File: config.mk
export PLATFORM = sky130hd
export DESIGN_NAME = cv32e40n_apu_requester
export DESIGN_NICKNAME = d
export VERILOG_FILES = /design/src/rtl/cv32e40n_apu_requester.sv
export SDC_FILE = /design/constraint.sdc
export NUM_CORES = 1
export LEC_CHECK = 0
export CORE_UTILIZATION = 30
export CTS_CLUSTER_SIZE = 30
export DETAILED_ROUTE_END_ITERATION = 16
export GPL_ROUTABILITY_DRIVEN = 0
export GPL_TIMING_DRIVEN = 0
export PLACE_DENSITY = 0.71
export SKIP_CTS_REPAIR_TIMING = 1
export SYNTH_ARGS = -nofsm -noshare
export SYNTH_HDL_FRONTEND = slang
export SYNTH_SLANG_ARGS = --single-unit
File: constraint.sdc
create_clock -name clk_i -period 2.64 [get_ports clk_i]
set_input_delay 0.264 -clock clk_i [delete_from_list [all_inputs] [get_ports clk_i]]
set_output_delay 0.264 -clock clk_i [all_outputs]
set_load 0.005 [all_outputs]
File: src/rtl/cv32e40n_apu_requester.sv
// ----------------------------------------------------------------------------
// cv32e40n_apu_requester
//
// Core-side initiator for the APU request/response protocol. An operation
// accepted from the issue stage is registered onto the apu_* request outputs
// and held until the accelerator grants it. Once granted, its destination
// register address is queued in an in-order tag FIFO. Each response pops
// the oldest tag, and the result is presented to writeback one cycle later.
//
// Ports:
//   clk_i, rst_ni            clock, synchronous active-low reset
//   issue_valid_i/ready_o    issue handshake
//   issue_operands_i/op_i/flags_i/waddr_i   operation payload and destination
//   apu_req_o / apu_gnt_i    request handshake to the accelerator
//   apu_operands_o/op_o/flags_o              registered request payload
//   apu_rvalid_i/result_i/flags_i            accelerator response
//   wb_valid_o/waddr_o/result_o/flags_o      one-cycle writeback pulse
//   busy_o                   request pending or operations outstanding
//   spurious_o               sticky: response arrived with nothing outstanding
// ----------------------------------------------------------------------------
module cv32e40n_apu_requester #(
    parameter int unsigned NARGS           = 3,
    parameter int unsigned WOP             = 6,
    parameter int unsigned NDSFLAGS        = 15,
    parameter int unsigned NUSFLAGS        = 5,
    parameter int unsigned MAX_OUTSTANDING = 4
) (
    input  logic                  clk_i,
    input  logic                  rst_ni,
    input  logic                  issue_valid_i,
    output logic                  issue_ready_o,
    input  logic [NARGS*32-1:0]   issue_operands_i,
    input  logic [WOP-1:0]        issue_op_i,
    input  logic [NDSFLAGS-1:0]   issue_flags_i,
    input  logic [4:0]            issue_waddr_i,
    output logic                  apu_req_o,
    input  logic                  apu_gnt_i,
    output logic [NARGS*32-1:0]   apu_operands_o,
    output logic [WOP-1:0]        apu_op_o,
    output logic [NDSFLAGS-1:0]   apu_flags_o,
    input  logic                  apu_rvalid_i,
    input  logic [31:0]           apu_result_i,
    input  logic [NUSFLAGS-1:0]   apu_flags_i,
    output logic                  wb_valid_o,
    output logic [4:0]            wb_waddr_o,
    output logic [31:0]           wb_result_o,
    output logic [NUSFLAGS-1:0]   wb_flags_o,
    output logic                  busy_o,
    output logic                  spurious_o
);

    localparam int unsigned PtrW = $clog2(MAX_OUTSTANDING);
    localparam int unsigned CntW = PtrW + 1;
    localparam logic [CntW-1:0] MaxCnt = CntW'(MAX_OUTSTANDING);

    typedef enum logic {StIdle, StReq} state_e;

    state_e              state_q, state_d;
    logic [CntW-1:0]     count_q, count_d;
    logic [PtrW-1:0]     wr_ptr_q, rd_ptr_q;
    logic [4:0]          tag_fifo_q [MAX_OUTSTANDING];
    logic [4:0]          pend_waddr_q;
    logic [NARGS*32-1:0] operands_q;
    logic [WOP-1:0]      op_q;
    logic [NDSFLAGS-1:0] dsflags_q;
    logic                wb_valid_q;
    logic [4:0]          wb_waddr_q;
    logic [31:0]         wb_result_q;
    logic [NUSFLAGS-1:0] wb_flags_q;
    logic                spurious_q;
    logic                accept, push, pop;

    always_comb begin
        state_d       = state_q;
        issue_ready_o = 1'b0;
        accept        = 1'b0;
        push          = 1'b0;
        case (state_q)
            StIdle: begin
                issue_ready_o = (count_q < MaxCnt);
                accept        = issue_valid_i && issue_ready_o;
                if (accept) state_d = StReq;
            end
            StReq: begin
                push = apu_gnt_i;
                if (apu_gnt_i) state_d = StIdle;
            end
            default: state_d = StIdle;
        endcase

        // Responses with nothing outstanding never pop; they only flag spurious.
        pop = apu_rvalid_i && (count_q != '0);

        count_d = count_q;
        if (push && !pop) begin
            count_d = count_q + 1'b1;
        end else if (pop && !push) begin
            count_d = count_q - 1'b1;
        end
    end

    always_ff @(posedge clk_i) begin
        if (!rst_ni) begin
            state_q      <= StIdle;
            count_q      <= '0;
            wr_ptr_q     <= '0;
            rd_ptr_q     <= '0;
            pend_waddr_q <= '0;
            operands_q   <= '0;
            op_q         <= '0;
            dsflags_q    <= '0;
            wb_valid_q   <= 1'b0;
            wb_waddr_q   <= '0;
            wb_result_q  <= '0;
            wb_flags_q   <= '0;
            spurious_q   <= 1'b0;
        end else begin
            state_q    <= state_d;
            count_q    <= count_d;
            wb_valid_q <= pop;
            if (push) wr_ptr_q <= wr_ptr_q + 1'b1;
            if (pop)  rd_ptr_q <= rd_ptr_q + 1'b1;
            if (accept) begin
                operands_q   <= issue_operands_i;
                op_q         <= issue_op_i;
                dsflags_q    <= issue_flags_i;
                pend_waddr_q <= issue_waddr_i;
            end
            if (pop) begin
                wb_waddr_q  <= tag_fifo_q[rd_ptr_q];
                wb_result_q <= apu_result_i;
                wb_flags_q  <= apu_flags_i;
            end
            if (apu_rvalid_i && (count_q == '0)) spurious_q <= 1'b1;
        end
    end

    // Tag storage needs no reset: entries are only read after being written.
    always_ff @(posedge clk_i) begin
        if (push) tag_fifo_q[wr_ptr_q] <= pend_waddr_q;
    end

    assign apu_req_o      = (state_q == StReq);
    assign apu_operands_o = operands_q;
    assign apu_op_o       = op_q;
    assign apu_flags_o    = dsflags_q;
    assign wb_valid_o     = wb_valid_q;
    assign wb_waddr_o     = wb_waddr_q;
    assign wb_result_o    = wb_result_q;
    assign wb_flags_o     = wb_flags_q;
    assign busy_o         = (state_q == StReq) || (count_q != '0);
    assign spurious_o     = spurious_q;

endmodule

==> flow_summary.ini <==
[logic_synthesis]
synth_top_family_by_area = simple AND/OR/NAND/NOR gates
muxShareOfSynthArea_pct = 1.78
synth_cell_type_count = 27
synth-xor-area-share_pct = 0.509
yosys.area.top_type = dfxtp_1
synth_compound_area_share_pct = 12.6
synth_top_area_share_pct = 50.6
synth-edff-count = 20
synth_area_leaders = dfxtp_1 51%, nand2_1 18%, a21oi_1 12%, edfxtp_1 8.7%, mux4_2 1.6%
seq_area_frac_synth_pct = 59.3
syn-num-nets = 966
synthArstFlopShare_pct = 0
syn_area_mm2 = 0.00688
yosys.area_share.simple_pct = 19.6
synthAdderAreaFrac_pct = 1.20
ys_dominant_reg_cell = dfxtp_1
netlist_instances = 796
yosysWarningCount = 0
synth_area_per_cell_um2 = 8.65
synth-seq-cells = 194

[route]
route.detailed.drc = 0
post_drt_wl_per_cell_um = 15.1
vias_per_cell = 4.49
drt_pass1_iterations = 6
ant_nets = 0
first_iter_violations = 198
vias = 6465
wl_um = 21700

[sta]
setup_violations = 0
slew_violations = 0
fin_crit_sh_pct = 90.3
period_minus_slack_ps = 2380
finalSetupTns_ps = 0
fmax_mhz = 419
relSlewSlack_pct = 42.8
rsz0062_at_grt = false
hold_violations = 0
skew_ps = 13.2
setup_ws_ps = 255
worst_slew_pin_slew_ps = 858

[floorplan]
top_level_ports = 328
die_h_um = 153
initial_utilization_pct = 30.5
die_x_um = 153
core_mm2 = 0.0226
fp-row-count = 55
die-area_mm2 = 0.0236

[setup_path]
crit_arrival_ps = 2730
crit_type = reg -> reg
cp-endpoint = count_q[2]
critPathMaxFanout = 19
worstPathCellList = o31a_1 > buf_4 > inv_4 > ha_1 > inv_1 > fa_1 > xor2_1 > or3_1 > a21oi_1
crit_family = adder cells
cpPeakStageDelay_ps = 370
crit_path_end_kind = flop
slowest_stage = dfxtp_1
timing.rr.end = count_q[2]
rr_worst_depth = 9
cp.required_ps = 2990
path_buf_inv = 3
worstSetupStartpoint = count_q[2]
r2r_slack_ps = 260
startpoint_type = flop
r2r-start = count_q[2]
path_depth = 9

[global_routing]
grt_max_degree = 19
grtUsageMet3_pct = 7.40
grtUsageMet1_pct = 21.0
grt_usage_pct = 18.5
grt_pass1_vias = 6312
antenna_found_initial = 0
grt_pass1_wl_um = 33800
grt-ovfl-total = 0
gr-usage-met2_pct = 31.6
busiest_layer = met2

[layout]
area_growth_syn_to_layout_pct = 61.4
final_layout_size_suffix_gt1_share_pct = 5.55
final.fill_count = 2176
seqCellArea_mm2 = 0.00408
multi_input_area_mm2 = 0.00245
layout_common_cells = 331 x nand2_1, 327 x clkdlybuf4s50_1, 174 x dfxtp_1
layout_commonest_cell = nand2_1
antenna_cells = 0
nNetsFinal = 1311
fin_cells = 1439

[power]
comb_power_share_pct = 27.5
power_switching_w = 0.00254
peakVddDrop_v = 0.000361
swShare_pct = 29.5
pwr-share-seq_pct = 41.7
power_density_mw_per_mm2 = 776
internal_power_w = 0.00608
p_leak_nw = 4.07
clock_power_share_pct = 30.8

[placement]
port_buffers = 327
preCtsSetupSlack_ps = 23.3
dp_hpwl_um = 16200
place_inst = 1408

[outcome]
outcome = complete, no violations

[clocking]
insertion_delay_ps = 430
clock-sinks = 194
clk_pin_slew_ps = 80
root_buffer = clkbuf_16
cts_buffers = 17
clk_path_buf_depth = 2
htree_levels = 4
cts_tree = yes

[flow_run]
cap_violations = 0

[worst_hold_path]
min_path_type = in -> reg
-- cell type report --
cell class | instances | share of cell area (%)
Buffer | 56 | 2.79
Clock buffer | 18 | 3.86
Clock inverter | 14 | 1.55
Inverter | 7 | 0.259
Multi-Input combinational cell | 538 | 22.1
Sequential cell | 194 | 36.8
Tap cell | 285 | 3.21
Timing Repair Buffer | 327 | 29.5
-- registers in the layout (all words and copies together) (netlist names) --
register and count:
spurious_o 1, apu_flags_o 15, wb_waddr_o 5, apu_op_o 6
pend_waddr_q 5, count_q 3, tag_fifo_q 20, wr_ptr_q 2
rd_ptr_q 2, wb_result_o 32, apu_operands_o 96, wb_flags_o 5
apu_req_o 1, wb_valid_o 1
-- worst reg2reg max path: cells and delay by family, from the launching register on --
| family | cells | cell delay, ps |
|---|---|---|
| AOI/OAI and AO/OA | 2 | 460 |
| DFF | 1 | 370 |
| and+or+nand+nor | 1 | 300 |
| xor gates and xnor gates | 1 | 160 |
| adders and majority gates | 2 | 610 |
| buffers and inverters | 3 | 430 |
-- power groups by stage --
| stage | registers, W | clock network, W | logic [W] |
|---|---|---|---|
| floorplan | 0.00368 | 0 | 0.00104 |
| global placement | 0.00364 | 0 | 0.00239 |
| detailed placement | 0.00366 | 0 | 0.00242 |
| CTS | 0.00359 | 0.00274 | 0.00243 |
| global route | 0.00364 | 0.00287 | 0.00263 |
| finish | 0.00359 | 0.00266 | 0.00237 |
-- cells by family (layout without fill, tap and decap cells) --
| family | count (synthesis) | count (layout) |
|---|---|---|
| muxes | 6 | 6 |
| AOI/OAI and AO/OA | 172 | 172 |
| xor gates and xnor gates | 4 | 4 |
| adders and majority gates | 6 | 6 |
| buffers and inverters | 64 | 422 |
| and+or+nand+nor | 350 | 350 |
| DFF | 194 | 194 |
-- layer usage --
metal	wire length, µm	vias to the layer above
li1	-	3269
met4	430	0
met3	2040	21
met2	10400	249
met1	8860	2926
met5	0	-
-- cell usage after synthesis, drive strengths merged (2+ instances only) --
library cell / count
o21ai: 2
xnor2: 2
nand2: 331
or3: 2
a21oi: 169
and3: 4
mux4: 5
nor2: 8
dfxtp: 174
ha: 5
inv: 7
edfxtp: 20
clkbuf: 26
buf: 31
xor2: 2
-- stage by stage --
step	power (W)	hold WS [ps]	area, µm²	util [%]
after detailed placement	0.00608	445	10500	46.6
after floorplan	0.00472	400	6880	-
final	0.00862	373	11100	49.2
after global placement	0.00603	441	10500	46.6
after global routing	0.00915	355	11100	49.2
after CTS	0.00876	351	11100	49.2
-- worst min-delay path by stage --
stage	slack, ps	end	start	cells after the start
after global routing	350	apu_operands_o[74]	issue_operands_i[74]	3
after global placement	440	apu_operands_o[20]	apu_operands_o[20]	2
after CTS	350	apu_op_o[0]	issue_op_i[0]	3
after floorplan	400	apu_flags_o[0]	issue_flags_i[0]	2
final	370	apu_op_o[0]	issue_op_i[0]	3
after detailed placement	450	apu_operands_o[38]	apu_operands_o[38]	2
(Power assumes the default switching activity.)
